===== config.mk =====
export PLATFORM = sky130hd
export DESIGN_NAME = time_manager
export DESIGN_NICKNAME = d
export VERILOG_FILES = /design/src/rtl/time_manager.sv
export SDC_FILE = /design/constraint.sdc
export NUM_CORES = 1
export LEC_CHECK = 0
export ABC_AREA = 1
export CAP_MARGIN = 40
export CORE_MARGIN = 3
export CORE_UTILIZATION = 60
export DETAILED_ROUTE_END_ITERATION = 10
export DONT_BUFFER_PORTS = 1
export GPL_ROUTABILITY_DRIVEN = 1
export PLACE_DENSITY_LB_ADDON = 0.12
export SYNTH_ARGS = -nofsm -noshare
export SYNTH_HDL_FRONTEND = slang
export SYNTH_SLANG_ARGS = --single-unit
export TNS_END_PERCENT = 10

===== constraint.sdc =====
create_clock -name emu_clk -period 13.5 [get_ports emu_clk]
set_clock_uncertainty 0.15 [all_clocks]
set_input_delay 2.7 -clock emu_clk [delete_from_list [all_inputs] [get_ports emu_clk]]
set_output_delay 2.7 -clock emu_clk [all_outputs]
set_load 0.01 [all_outputs]

===== src/rtl/time_manager.sv =====
// time_manager: emulated-time stepper.
// Picks the smallest pending step request (bounded by DT_MAX), optionally
// clamps it so emulated time never passes a stop time, and accumulates
// emulated time with saturation. States: IDLE (paused), RUN (stepping),
// HALT (stop time or saturation reached; waits for emu_run to drop).
module time_manager #(
    parameter int N_REQ      = 2,
    parameter int DT_WIDTH   = 27,
    parameter int TIME_WIDTH = 40,
    parameter int DT_MAX     = 2 ** (DT_WIDTH - 1) - 1
) (
    input  logic                      emu_clk,
    input  logic                      emu_rst_n,
    input  logic                      emu_run,
    input  logic [N_REQ*DT_WIDTH-1:0] dt_req,
    input  logic                      tstop_en,
    input  logic [TIME_WIDTH-1:0]     tstop,
    output logic [DT_WIDTH-1:0]       emu_dt,
    output logic [DT_WIDTH-1:0]       neg_emu_dt,
    output logic [TIME_WIDTH-1:0]     emu_time,
    output logic                      emu_done
);

    localparam logic [1:0] ST_IDLE = 2'd0;
    localparam logic [1:0] ST_RUN  = 2'd1;
    localparam logic [1:0] ST_HALT = 2'd2;

    localparam logic [DT_WIDTH-1:0]   DT_LIMIT = DT_WIDTH'(DT_MAX);
    localparam logic [TIME_WIDTH-1:0] TIME_ALL = {TIME_WIDTH{1'b1}};

    logic [1:0]            state_q, state_d;
    logic [DT_WIDTH-1:0]   emu_dt_q, emu_dt_d;
    logic [DT_WIDTH-1:0]   neg_emu_dt_q, neg_emu_dt_d;
    logic [TIME_WIDTH-1:0] emu_time_q, emu_time_d;

    logic [TIME_WIDTH:0]   time_sum;
    logic [TIME_WIDTH-1:0] t_next;
    logic                  t_sat;
    logic [DT_WIDTH-1:0]   cand;
    logic [TIME_WIDTH-1:0] rem;
    logic [TIME_WIDTH-1:0] cand_wide;

    // Next time is current time plus the step applied this cycle, pinned at all-ones on overflow.
    always_comb begin
        time_sum = {1'b0, emu_time_q} + {{(TIME_WIDTH + 1 - DT_WIDTH){1'b0}}, emu_dt_q};
        t_next   = time_sum[TIME_WIDTH] ? TIME_ALL : time_sum[TIME_WIDTH-1:0];
        t_sat    = (t_next == TIME_ALL);
    end

    // Candidate step is the smallest request, never larger than DT_LIMIT.
    always_comb begin
        cand = DT_LIMIT;
        for (int i = 0; i < N_REQ; i++) begin
            if (dt_req[i*DT_WIDTH +: DT_WIDTH] < cand) begin
                cand = dt_req[i*DT_WIDTH +: DT_WIDTH];
            end
        end
        cand_wide = {{(TIME_WIDTH - DT_WIDTH){1'b0}}, cand};
        rem       = (tstop > t_next) ? (tstop - t_next) : '0;
    end

    // State transitions and the step to apply next cycle; time always advances by the current step.
    always_comb begin
        state_d    = state_q;
        emu_dt_d   = '0;
        emu_time_d = t_next;
        case (state_q)
            ST_IDLE: begin
                if (emu_run) begin
                    state_d = ST_RUN;
                end
            end
            ST_RUN: begin
                if (t_sat) begin
                    state_d = ST_HALT;
                end else if (!emu_run) begin
                    state_d = ST_IDLE;
                end else if (tstop_en) begin
                    if (rem == '0) begin
                        state_d = ST_HALT;
                    end else if (rem < cand_wide) begin
                        emu_dt_d = rem[DT_WIDTH-1:0];
                    end else begin
                        emu_dt_d = cand;
                    end
                end else begin
                    emu_dt_d = cand;
                end
            end
            ST_HALT: begin
                if (!emu_run) begin
                    state_d = ST_IDLE;
                end
            end
            default: begin
                state_d = ST_IDLE;
            end
        endcase
        neg_emu_dt_d = (~emu_dt_d) + DT_WIDTH'(1);
    end

    // Register state, step, negated step and time; reset clears everything back to IDLE at zero.
    always_ff @(posedge emu_clk) begin
        if (!emu_rst_n) begin
            state_q      <= ST_IDLE;
            emu_dt_q     <= '0;
            neg_emu_dt_q <= '0;
            emu_time_q   <= '0;
        end else begin
            state_q      <= state_d;
            emu_dt_q     <= emu_dt_d;
            neg_emu_dt_q <= neg_emu_dt_d;
            emu_time_q   <= emu_time_d;
        end
    end

    assign emu_dt     = emu_dt_q;
    assign neg_emu_dt = neg_emu_dt_q;
    assign emu_time   = emu_time_q;
    assign emu_done   = (state_q == ST_HALT);

endmodule

==> results.sh <==
export IMPL_status="finished clean"
export IMPL_worst_slack_ps=4602
export IMPL_cpMaxStageDelayCell="nand2_1"
export IMPL_syn_cell_area_mm2=0.01191
export IMPL_coreArea_mm2=0.01908
export IMPL_portBuffers=0
export IMPL_yosysMostFrequentCell="nand2_1"
export IMPL_place_ws_ps=4285
export IMPL_grt_max_degree=65
export IMPL_synth_edff_count=0
export IMPL_dieHeight_um=146.9
export IMPL_antenna_found_initial=2
export IMPL_synth_top_cell_area_share_pct=18.49
export IMPL_start_util_pct=62.44
export IMPL_cts_sinks=95
export IMPL_slew_headroom_pct=40.62
export IMPL_synthAdderAreaFrac_pct=12.94
export IMPL_drtPass1Iterations=6
export IMPL_netlist_instances=2079
export IMPL_grt_pass1_vias=11795
export IMPL_synth_top_family_by_area="simple AND/OR/NAND/NOR gates"
export IMPL_r2r_slack_ps=5470
export IMPL_synth_nets=2299
export IMPL_p_per_area_mw_per_mm2=79.87
export IMPL_hold_path_depth=3
export IMPL_worst_setup_path_type="in -> reg"
export IMPL_die_area_mm2=0.02158
export IMPL_critPathMostFrequentCell="nand2_1"
export IMPL_num_rows=50
export IMPL_grt_first_pass_wirelength_um=62430
export IMPL_fin_crit_sh_pct=65.91
export IMPL_insertion_delay_ps=350
export IMPL_h_tree_depth=3
export IMPL_drt_iter0_drc=1499
export IMPL_numCtsBuffers=9
export IMPL_p_leak_nw=6.670
export IMPL_synth_main_ff_cell="dfxtp_1"
export IMPL_area_delta_synth_final_pct=3.633
export IMPL_grt_setup_unrepaired="false"
export IMPL_cts_tree="yes"
export IMPL_routed_wirelength_um=40500
export IMPL_peakVddDrop_mv=0.06331
export IMPL_place_hpwl_um=34120
export IMPL_worst_setup_path_end_kind="register"
export IMPL_ios=193
export IMPL_cap_violations=0
export IMPL_ys_seq_area_share_pct=15.96
export IMPL_fin_crit_ps=8898
export IMPL_setup_viol=0
export IMPL_route_vias_total=13214
export IMPL_cp_max_fo=29
export IMPL_layout_drive_gt1_share_pct=5.882
export IMPL_synth_seq_cells=95
export IMPL_synth_simple_area_share_pct=44.37
export IMPL_slew_viol_final=0
export IMPL_max_freq_mhz=112.4
export IMPL_path_clk_slew_ps=80
export IMPL_rr_endpoint="neg_emu_dt[20]"
export IMPL_setup_tns_ps=0
export IMPL_reg2reg_from="emu_dt[0]"
export IMPL_synth_common_cells="nand2_1, inv_1, nor2_1"
export IMPL_hold_class="reg -> reg"
export IMPL_hold_start="state_q[1]"
export IMPL_cts_hold_fix_buffers=0
export IMPL_ff2ff_path_depth=47
export IMPL_fp_dieW_um=146.9
export IMPL_start_kind="input pin"
export IMPL_cts_root_buf="clkbuf_16"
export IMPL_cts_buffer_depth=2
export IMPL_yosysWarnings=0
export IMPL_wl_per_cell_um=17.47
export IMPL_nets=2272
export IMPL_hold_path_end="state_q[0]"
export IMPL_cp_data_required_time_ps=13600
export IMPL_synthArstFlopShare_pct=0
export IMPL_crit_arrival_ps=8990
export IMPL_whs_ps=446.7
export IMPL_syn_area_per_cell_um2=5.731
export IMPL_postCtsSetupBuffers=0
export IMPL_max_stage_delay_ps=420
export IMPL_synth_cell_types=56
export IMPL_grt_use_total_pct=35.81
export IMPL_synthXorXnorAreaFrac_pct=2.573
export IMPL_hold_violations=0
export IMPL_postRouteAntennaNets=0
export IMPL_power_uw=986.2
export IMPL_drc_errors=0
export IMPL_synth_area_leaders="nand2_1, dfxtp_1, ha_1, inv_1, nor2_1"
export IMPL_gp_congestion=1.033
export IMPL_max_slew_worst_pin_slew_ps=879.2
export IMPL_viasPerCell=5.701
export IMPL_synth_compound_area_share_pct=11.87
export IMPL_synthMuxAreaShare_pct=0
export IMPL_yosys_area_top_type="nand2_1"
export IMPL_overflow=0
export IMPL_ctsResizeCount=0
## through the flow
step / utilization [%] / cells / instance area [µm²]
5_1_grt: 64.70 / 2317 / 12340
6_report: 64.71 / 2318 / 12350
2_1_floorplan: - / 2079 / 11910
3_5_place_dp: 63.06 / 2301 / 12030
3_3_place_gp: 62.92 / 2300 / 12010
4_1_cts: 64.70 / 2317 / 12340
## routing by layer
layer / wire, µm / part of all wire, % / up-vias / GRT usage (%)
li1: - / - / 6575 / -
met2: 16930 / 42 / 709 / 54.76
met3: 5014 / 12 / 85 / 9.593
met5: 21 / 0.052 / - / 0
met1: 17390 / 43 / 5841 / 50.29
met4: 1146 / 2.8 / 4 / 8.807
## placed cells by master (no fill, tap or decap), types with 4 or more instances in the layout
master and count:
a21o_1 5, a21oi_1 152, a21oi_2 4, clkbuf_16 9, dfxtp_1 95, ha_1 120
inv_1 309, inv_2 10, nand2_1 587, nand2_2 34, nand3_1 163, nand3_2 10
nand3b_1 18, nand4_1 26, nor2_1 293, nor2_2 16, nor2_4 8, nor3_1 17
nor4_1 9, o21a_1 9, o21ai_0 63, o21bai_1 9, or2_2 4, xnor2_1 20
xor2_1 15
## cell type report
| type | count | area (µm²) |
|---|---|---|
| Clock inverter | 7 | 86.33 |
| Inverter | 322 | 1211 |
| Timing Repair Buffer | 3 | 42.54 |
| Tap cell | 260 | 325.3 |
| Multi-Input combinational cell | 1621 | 8552 |
| Sequential cell | 95 | 1902 |
| Fill cell | 1885 | 6734 |
| Antenna cell | 1 | 2.502 |
| Clock buffer | 9 | 225.2 |
## worst max path at each step
stage               cells past startpoint  slack, ps              to  startpoint
floorplan                              42       5390  neg_emu_dt[20]  dt_req[12]
global placement                       40       4200  neg_emu_dt[20]  dt_req[12]
detailed placement                     37       4290  neg_emu_dt[20]  dt_req[12]
CTS                                    37       4660  neg_emu_dt[20]  dt_req[12]
global route                           38       3970  neg_emu_dt[14]  dt_req[12]
finish                                 37       4600  neg_emu_dt[20]  dt_req[12]
## registers in the layout, summed over array words and instances, names as in the netlist
register,flops
emu_time,40
emu_dt,27
neg_emu_dt,26
state_q,2
## critical path, delay by kind of cell
family	cells	cell delay (ps)
adder cells (fa/ha/maj)	3	810
AND/OR/NAND/NOR	23	3410
buffers and inverters	3	680
AO/OA/AOI/OAI	8	1370
## cells by family (layout without fill, tap and decap cells)
logic type | count (synthesis) | in the layout
and+or+nand+nor | 1204 | 1204
DFF | 95 | 95
buffers and inverters | 363 | 341
other | 1 | 2
xor gates and xnor gates | 35 | 35
AOI/OAI and AO/OA | 259 | 259
adders and majority gates | 122 | 122
## power breakdown
group          switching, mW  internal, mW
Sequential            0.0224         0.298
Clock                  0.130         0.133
Combinational          0.268         0.134
Total                  0.421         0.565
Power figures use the tool's default switching activity.
